## src/rtl/cpu_mem_responder.sv

```systemverilog
// cpu_mem_responder
//   Memory-side responder for the microcoded CPU port. The CPU reads the
//   2**aW-word array combinationally and writes it on the rising clock edge.
//   A valid/ready bulk loader can fill the array while the CPU is held off.
//   Optional feature macro: PROTECT_EN. When it is defined, CPU writes below
//   PROT_TOP are dropped and the sticky wr_fault flag is raised.
//   The array contents are never cleared by reset, so a preload survives a
//   CPU reset.

module cpu_mem_responder #(
    parameter int Wwid     = 6,
    parameter int aW       = 8,
    parameter int PROT_TOP = 4
) (
    input  logic            clk,
    input  logic            rst,
    input  logic [aW-1:0]   memAddr,
    output logic [Wwid-1:0] readData,
    input  logic [Wwid-1:0] writeData,
    input  logic            writeEn,
    input  logic            ld_start,
    input  logic [aW-1:0]   ld_base,
    input  logic [aW-1:0]   ld_len,
    input  logic            ld_valid,
    input  logic [Wwid-1:0] ld_data,
    output logic            ld_ready,
    output logic            cpu_hold,
    output logic            ld_done,
    output logic [7:0]      wr_count,
    output logic            wr_fault
);

    localparam int DEPTH = 2 ** aW;
    localparam logic [aW-1:0] PROT_LIM = aW'(PROT_TOP);
    localparam logic [aW-1:0] REM_LAST = aW'(1);

`ifdef PROTECT_EN
    localparam bit PROTECT = 1'b1;
`else
    localparam bit PROTECT = 1'b0;
`endif

    typedef enum logic [1:0] {
        IDLE = 2'd0,
        LOAD = 2'd1,
        DONE = 2'd2
    } state_t;

    state_t          state, state_d;
    logic [aW-1:0]   ptr, ptr_d;
    logic [aW-1:0]   rem, rem_d;
    logic            ld_hs;
    logic            cpu_we;
    logic            cpu_reject;
    logic            prot_hit;

    logic [Wwid-1:0] mem [DEPTH];

    // Zero-latency read in every state; a same-cycle write shows up only after the edge.
    assign readData = mem[memAddr];

    // Address falls inside the protected low region (only meaningful with PROTECT_EN).
    assign prot_hit = PROTECT && (memAddr < PROT_LIM);

    // Next-state, loader pointer and write-strobe decode.
    always_comb begin
        // NOTE: every signal gets a default first so no path can infer a latch.
        state_d    = state;
        ptr_d      = ptr;
        rem_d      = rem;
        ld_hs      = 1'b0;
        cpu_we     = 1'b0;
        cpu_reject = 1'b0;

        case (state)
            IDLE: begin
                if (writeEn) begin
                    if (prot_hit) cpu_reject = 1'b1;
                    else          cpu_we     = 1'b1;
                end
                if (ld_start) begin
                    if (ld_len != '0) begin
                        state_d = LOAD;
                        ptr_d   = ld_base;
                        rem_d   = ld_len;
                    end else begin
                        state_d = DONE;
                    end
                end
            end

            LOAD: begin
                // CPU writes and ld_start are deliberately ignored here.
                ld_hs = ld_valid && ld_ready;
                if (ld_hs) begin
                    ptr_d = ptr + 1'b1;  // wraps modulo 2**aW
                    rem_d = rem - 1'b1;
                    if (rem == REM_LAST) state_d = DONE;
                end
            end

            DONE: begin
                state_d = IDLE;
            end

            default: begin
                state_d = IDLE;
            end
        endcase
    end

    // State, loader bookkeeping and registered handshake/status outputs.
    always_ff @(posedge clk or negedge rst) begin
        if (!rst) begin
            state    <= IDLE;
            ptr      <= '0;
            rem      <= '0;
            ld_ready <= 1'b0;
            cpu_hold <= 1'b0;
            ld_done  <= 1'b0;
        end else begin
            // NOTE: sequential state uses non-blocking assignments so every flop samples pre-edge values.
            state    <= state_d;
            ptr      <= ptr_d;
            rem      <= rem_d;
            ld_ready <= (state_d == LOAD);
            cpu_hold <= (state_d != IDLE);
            ld_done  <= (state_d == DONE);
        end
    end

    // Saturating count of CPU writes that actually reached the array.
    always_ff @(posedge clk or negedge rst) begin
        if (!rst) begin
            wr_count <= 8'd0;
        end else if (cpu_we && (wr_count != 8'hFF)) begin
            wr_count <= wr_count + 8'd1;
        end
    end

`ifdef PROTECT_EN
    // Sticky flag: some CPU write hit the protected region since reset.
    always_ff @(posedge clk or negedge rst) begin
        if (!rst) begin
            wr_fault <= 1'b0;
        end else if (cpu_reject) begin
            wr_fault <= 1'b1;
        end
    end
`else
    assign wr_fault = 1'b0;
`endif

    // Single array write port; loader and CPU are mutually exclusive by state.
    always_ff @(posedge clk) begin
        // NOTE: the array has no reset so contents persist across rst and map to plain RAM.
        if (ld_hs) begin
            mem[ptr] <= ld_data;
        end else if (cpu_we) begin
            mem[memAddr] <= writeData;
        end
    end

endmodule

```

## config.mk

```make
export PLATFORM = sky130hd
export DESIGN_NAME = cpu_mem_responder
export DESIGN_NICKNAME = d
export VERILOG_FILES = /design/src/rtl/cpu_mem_responder.sv
export SDC_FILE = /design/constraint.sdc
export NUM_CORES = 1
export LEC_CHECK = 0
export BUFFER_PORTS_ARGS = -buffer_cell sky130_fd_sc_hd__buf_2
export CORE_MARGIN = 2
export CORE_UTILIZATION = 50
export DETAILED_ROUTE_END_ITERATION = 10
export PLACE_DENSITY = 0.65
export SYNTH_ARGS = -nofsm -noshare
export SYNTH_HDL_FRONTEND = slang
export SYNTH_SLANG_ARGS = --single-unit
```

## constraint.sdc

```tcl
create_clock -name clk -period 7.5 [get_ports clk]
set_clock_uncertainty 0.1 [all_clocks]
set_input_delay 1.5 -clock clk [delete_from_list [all_inputs] [get_ports clk]]
set_output_delay 1.5 -clock clk [all_outputs]
set_load 0.05 [all_outputs]
```

; ---- Word level (Yosys, flattened, before mapping)
; Memory sizes are Yosys's and may differ from the RTL's.
; Index checks and enable logic that the tools add are counted.
[classes]
muxes = 24
eq_ne = 8
addsub = 3
reduce_logical = 8
[ops]
columns = cell, count
row1 = two-way mux 8 bit, 7
row2 = one-hot mux 8 bit (2 select lines), 2
row3 = adder 8 x 1 -> 8 bit (second input constant), 2
row4 = two-way mux 1 bit, 9
row5 = == test 8 x 1 -> 1 bit (second input constant), 1
row6 = two-way mux 2 bit, 4
row7 = inequality test 8 bit (second input constant), 1
row8 = nonzero test 8 bit, 1
row9 = subtractor 8 x 1 -> 8 bit (second input constant), 1
row10 = two-way mux 6 bit, 1
row11 = inequality test 2 bit (second input constant), 3
row12 = OR reduction 6 bit, 1
row13 = == test 2 x 1 -> 1 bit (second input constant), 2
row14 = one-hot mux 2 bit (2 select lines), 1
row15 = AND reduction 4 bit, 1
row16 = nonzero test 2 bit, 2
row17 = == test 2 bit (second input constant), 1
row18 = logical AND 1 bit, 2
row19 = zero test 2 bit, 1
[totals]
regBits = 29
memories = 1
ramBits = 1536
out_inout_bits = 18
wordCells = 51
[mem_list]
columns = memory, depth, width, read_ports, rd_ports_with_merged_regs, wr, line_no
row1 = mem, 256, 6, 1, 0, 1, 57  ; logic [Wwid-1:0] mem [DEPTH];

; ---- Longest topological paths before layout
; Gate-level depths: netlist of run 1.
[depth]
word_depth = 7
depth_mapped = 12
depth_no_buf = 7

; ---- Worst setup path before layout of run 1
; Ideal clock, no wire load.
[synth_timing]
kind = input port to flip-flop
start = input port writeEn
end = memory mem[0][0] (data pin)
cell_stages = 4
required_time_ps = 6576
setup_time_ps = 824
t_arrival_ps = 5235
setup_slack_ps = 1340
path_cell_list = nor3b_4 buf_2 nand2_1 nand2_1
[synth_via]
elab_chain_cells = 7
[synth_lines]
columns = item, line_no
row1 = start: declaration, 20  ; input logic writeEn,
row2 = two-way mux 1 bit, 77  ; if (writeEn) begin
row3 = two-way mux 1 bit, 75  ; case (state)
row4 = two-way mux 1 bit, 159  ; end else if (cpu_we) begin
row5 = two-way mux 1 bit, 157  ; if (ld_hs) begin
row6 = two-way mux 1 bit (not written as such), 160  ; mem[memAddr] <= writeData;
row7 = OR reduction 6 bit (no line), --
row8 = two-way mux 6 bit (no line), --
row9 = end: declaration, 57
; Every way passes these cells.

; ---- Final worst setup path of run 1
[layout_timing]
start = input port memAddr[0]
end = output port readData[3]
[layout_via]
elab_chain_cells = 1
[layout_lines]
columns = item, line_no
row1 = start: declaration, 17  ; input logic [aW-1:0] memAddr,
row2 = memory read (256 x 6 bit), --
row3 = end: declaration, 18  ; output logic [Wwid-1:0] readData,
; Every way passes these cells.

==> results of run 1 <==
## layout by cell type (no fill, tap or decap), types with 25 or more instances in the layout
cell       instances
buf_4             62
mux2i_1          170
clkbuf_16        162
clkinv_1          32
buf_2             54
nor2_1           278
dfrtp_1           29
a22oi_1           26
nand2_1          102
edfxtp_1        1536
o21ai_0           25
nand3_1           30
mux4_2           346
clkbuf_1          26
o221ai_1          41
o22ai_1           54
a21oi_1           37
clkinv_2          36
## path summary, 6_finish.rpt
| path | to | slack [ns] | startpoint |
|---|---|---|---|
| min in group asynchronous | state[1] | 0.67 | rst |
| max in group asynchronous | ptr[1] | 6.19 | rst |
| setup / recovery | readData[3] | 0.47 | memAddr[0] |
| hold / removal | wr_count[4] | 0.40 | wr_count[4] |
| setup reg to reg | mem[136][3] | 3.29 | state[1] |
| hold reg to reg | wr_count[4] | 0.40 | wr_count[4] |
## cell type report
cell class | count | area, sq um
fillers | 9073 | 54300
flip-flops and latches | 1565 | 46800
multi-input cells | 1344 | 14200
clock buffers | 190 | 4180
well taps | 1637 | 2050
repair buffers | 133 | 1060
clock inverters | 95 | 878
inverters | 8 | 30.0
## cell families (layout without fill, tap and decap cells)
family                   after synthesis  count (layout)
buffers and inverters                196             426
multiplexers                         536             536
adder cells (fa/ha/maj)                4               4
XOR/XNOR                               7               7
flip-flops                          1565            1565
AND/OR/NAND/NOR                      526             526
AO/OA/AOI/OAI                        270             270
other                                  1               1
## routing by layer
layer | share of wire [%] | GRT usage, % | up-vias
met3 | 8.9 | 5.02 | 317
met4 | 3.8 | 9.10 | 2
met1 | 40 | 33.8 | 16300
met5 | 0.0086 | 0 | -
li1 | - | - | 13000
met2 | 47 | 37.8 | 1601
## state kept, by name (all words and copies together) (netlist names)
signal and flops:
wr_count 8, ld_ready 1, ld_done 1, ptr 8
state 2, cpu_hold 1, mem 1536, rem 8
## critical path, stage by stage
cell      delay (ns)
buf_8           0.61
mux4_2          0.61
o22ai_1         0.30
a211o_1         0.15
a211oi_1        0.10
o41ai_1         1.25
o22ai_1         0.41
buf_2           0.33
## power by group
part / switching (mW) / total [mW] / internal, mW
sequential: 0.117 / 10.2 / 10.1
combinational: 1.66 / 2.19 / 0.528
clock: 3.25 / 7.73 / 4.48
total: 5.02 / 20.2 / 15.1
## per-stage QoR
step	worst slack, ns	instances
global placement	0.629	4687
global route	0.442	4972
CTS	0.595	4972
detailed placement	0.595	4687
finish	0.474	4972
floorplan	1.34	3105
==> flow_metrics.env, run 1 <==
export IMPL_tns_ns=0
export IMPL_ys_seq_elements=1565
export IMPL_async_flop_share_pct=1.85
export IMPL_crit_type="input pin to output port"
export IMPL_syn_num_nets=3150
export IMPL_slew_limit_headroom_pct=5.48
export IMPL_io_buffers=57
export IMPL_gp_congestion=0.883
export IMPL_grt_antenna_before_repair=5
export IMPL_cts_tree="built"
export IMPL_worstRegToRegCells=6
export IMPL_place_area_sq_mm=0.0641
export IMPL_insertion_delay_ns=0.76
export IMPL_synth_avg_cell_area_sq_um=20.0
export IMPL_drv_cap=0
export IMPL_globalRouteTotalUtil_pct=24.1
export IMPL_seq_area_frac_synth_pct=75.4
export IMPL_crit_fanout=70
export IMPL_fin_crit_sh_pct=93.7
export IMPL_die_y_um=356
export IMPL_fin_util_pct=56.0
export IMPL_core_area_sq_mm=0.123
export IMPL_ctsHoldBuffers=0
export IMPL_synth_area_leaders="edfxtp_1 (74%), mux4_2 (13%), mux2i_1 (2.7%)"
export IMPL_ant_nets=0
export IMPL_num_rows=129
export IMPL_area_growth_synth_to_final_pct=11.4
export IMPL_detail_route_wl_per_cell_um=30.5
export IMPL_grt_pass1_wl_um=221000
export IMPL_grt_pass1_vias=31800
export IMPL_cts_root_buf="clkbuf_16"
export IMPL_htree_levels=4
export IMPL_clk_path_buf_depth=3
export IMPL_cts_clk_slew_worst_paths_ns=0.06
export IMPL_slew_viol_final=0
export IMPL_outcome="finished with violations"
export IMPL_crit_arrival_ns=5.43
export IMPL_first_iter_violations=4450
export IMPL_synth_main_ff_cell="edfxtp_1"
export IMPL_boundaryPins=59
export IMPL_num_vias=31300
export IMPL_synth_mux_area_share_pct=15.6
export IMPL_yosysWarningCount=0
export IMPL_synth_edff_count=1536
export IMPL_synth_compound_area_share_pct=3.05
export IMPL_remaining_drc_errors=1
export IMPL_rsz0062_at_grt="no"
export IMPL_cts_buffers=158
export IMPL_irDropWorstVdd_mv=0.238
export IMPL_dpl_hpwl_um=94300
export IMPL_endpoint_kind="output port"
export IMPL_max_freq_ghz=0.142
export IMPL_via_per_inst=6.29
export IMPL_tightest_slew_ns=1.40
export IMPL_grt_start_max_net_pins=144
export IMPL_violations="design-rule violations"
export IMPL_netlist_top_cells_count="edfxtp_1 (1536), mux4_2 (346), nor2_1 (278)"
export IMPL_start_util_pct=50.3
export IMPL_startpoint_type="input pin"
export IMPL_final_area_sq_mm=0.0692
export IMPL_synth_most_common_cell="edfxtp_1"
export IMPL_synth_simple_area_share_pct=3.80
export IMPL_worst_hold_slack_ns=0.396
export IMPL_ys_types=69
export IMPL_fin_crit_ns=7.03
export IMPL_synth_cells=3105
export IMPL_cts_resized=0
export IMPL_hp_class="flop to flop"
export IMPL_die_w_um=356
export IMPL_routed_wl_um=152000
export IMPL_crit_required_ns=5.90
export IMPL_min_path_cells=1
export IMPL_synthXorXnorAreaFrac_pct=0.0987
export IMPL_final_nets=3255
export IMPL_syn_area_sq_mm=0.0621
export IMPL_synthAdderAreaFrac_pct=0.0806
export IMPL_power_mw=20.2
export IMPL_final_hold_viol_count=0
export IMPL_p_leak_nw=21.7
export IMPL_postCtsSetupRepairBufs=0
export IMPL_synth_top_family_by_area="multiplexers"
export IMPL_netlist_area_leader_share_pct=74.3
export IMPL_setup_viol=0
export IMPL_powerDensity_mw_per_mm2=291
export IMPL_dieArea_sq_mm=0.127
export IMPL_diodes=0
export IMPL_first_pass_iters=11
export IMPL_grt_overflow=0
export IMPL_synth_top_area_cell="edfxtp_1"
export IMPL_clock_sinks=1565
export IMPL_drive_gt1_share_pct=22.8
Power figures use the tool's default switching activity.
==> run 2: changes to the inputs <==
- MAX_ROUTING_LAYER: unset -> met4
==> flow_metrics.env, run 2 (synthesized netlist as in run 1, its figures left out) <==
export IMPL_outcome="complete, no violations"
export IMPL_startpoint_type="input pin"
export IMPL_power_mw=20.1
export IMPL_place_area_sq_mm=0.0641
export IMPL_pre_cts_ws_ns=0.595
export IMPL_largest_reg_flops=1536
export IMPL_globalRouteTotalUtil_pct=24.9
export IMPL_crit_arrival_ns=5.35
export IMPL_regMostFlops="mem"
export IMPL_cts_tree="built"
export IMPL_grt_pass1_vias=31700
export IMPL_remaining_drc_errors=0
export IMPL_final_nets=3255
export IMPL_clk_path_buf_depth=3
export IMPL_routed_wl_um=151000
export IMPL_tns_ns=0
export IMPL_setup_viol=0
export IMPL_max_stage_delay_ns=1.23
export IMPL_rsz0062_at_grt="no"
export IMPL_fin_crit_ns=6.95
export IMPL_crit_required_ns=5.90
export IMPL_clock_sinks=1565
export IMPL_crit_fanout=70
export IMPL_die_y_um=356
export IMPL_postCtsSetupRepairBufs=0
export IMPL_cts_root_buf="clkbuf_16"
export IMPL_grt_antenna_before_repair=7
export IMPL_drive_gt1_share_pct=22.8
export IMPL_first_iter_violations=4518
export IMPL_hp_class="flop to flop"
export IMPL_crit_slowest_cell="o41ai_1"
export IMPL_cts_resized=0
export IMPL_dieArea_sq_mm=0.127
export IMPL_detail_route_wl_per_cell_um=30.4
export IMPL_dpl_hpwl_um=94300
export IMPL_irDropWorstVdd_mv=0.238
export IMPL_mostFrequentLayoutCell="edfxtp_1"
export IMPL_p_leak_nw=21.7
export IMPL_num_rows=129
export IMPL_grt_pass1_wl_um=221000
export IMPL_boundaryPins=59
export IMPL_start_util_pct=50.3
export IMPL_gp_congestion=0.898
export IMPL_first_pass_iters=6
export IMPL_ctsHoldBuffers=0
export IMPL_fillCellCount=9069
export IMPL_powerDensity_mw_per_mm2=291
export IMPL_core_area_sq_mm=0.123
export IMPL_cpMostUsedCell="o22ai_1"
export IMPL_tightest_slew_ns=1.37
export IMPL_worst_slack_ns=0.550
export IMPL_fin_crit_sh_pct=92.7
export IMPL_worst_path_buf_inv=2
export IMPL_insertion_delay_ns=0.76
export IMPL_htree_levels=4
export IMPL_grt_start_max_net_pins=144
export IMPL_num_vias=31300
export IMPL_final_area_sq_mm=0.0692
export IMPL_final_hold_viol_count=0
export IMPL_slew_viol_final=0
export IMPL_cp_top_family="compound AO/OA/AOI/OAI gates"
export IMPL_grt_overflow=0
export IMPL_io_buffers=57
export IMPL_die_w_um=356
export IMPL_crit_type="input pin to output port"
export IMPL_via_per_inst=6.30
export IMPL_slew_limit_headroom_pct=7.64
export IMPL_seqCellArea_sq_mm=0.0468
export IMPL_drv_cap=0
export IMPL_cts_buffers=158
export IMPL_crit_chain="buf_8, mux4_2, o22ai_1, a211o_1, a211oi_1, o41ai_1, o22ai_1, buf_2"
export IMPL_endpoint_kind="output port"
export IMPL_multi_input_area_sq_mm=0.0142
export IMPL_layout_common_cells="edfxtp_1 (1536), mux4_2 (346), nor2_1 (278)"
export IMPL_ant_nets=0
export IMPL_area_growth_synth_to_final_pct=11.4
export IMPL_cts_clk_slew_worst_paths_ns=0.06
export IMPL_max_freq_ghz=0.144
run 2: final timing paths:
kind / from / end / slack, ns / depth (start not counted)
worst max-delay path: memAddr[0] / readData[3] / 0.55 / 8
worst min-delay path: wr_count[4] / wr_count[4] / 0.41 / 1
worst max register to register: state[1] / mem[136][3] / 3.29 / 6
worst min register to register: wr_count[4] / wr_count[4] / 0.41 / 1
max in group asynchronous: rst / ptr[1] / 6.19 / 1
min in group asynchronous: rst / cpu_hold / 0.67 / 1
run 2: area by class of cell:
class | instances | area share, %
Timing Repair Buffer | 133 | 1.53
Tap cell | 1637 | 2.96
Inverter | 8 | 0.0434
Sequential cell | 1565 | 67.7
Antenna cell | 5 | 0.0181
Multi-Input combinational cell | 1344 | 20.5
Clock buffer | 190 | 6.04
Clock inverter | 95 | 1.27
run 2: per-layer routing:
metal	vias up	track usage [%]	wire, um
li1	13000	-	-
met1	16400	34.0	60100
met2	1601	38.0	71900
met3	314	4.67	13600
met4	0	8.82	5510
met5	-	-	0
run 2: worst register-to-register path: stages (launching register included):
cell     delay (ns)
dfrtp_1        0.50
or3b_1         0.55
buf_4          0.28
or3_1          0.38
o31ai_4        0.19
nand3_2        0.91
nor2_1         0.92
run 2: where the power goes:
group | switching [mW] | internal [mW]
clock | 3.24 | 4.48
combinational | 1.65 | 0.527
sequential | 0.117 | 10.1
run 2: through the flow:
step	util [%]	hold WS [ns]	cells
4_1_cts	56.0	0.400	4972
3_3_place_gp	52.0	0.382	4687
3_5_place_dp	52.0	0.388	4687
5_1_grt	56.1	0.424	4975
2_1_floorplan	-	0.371	3105
6_report	56.1	0.408	4977
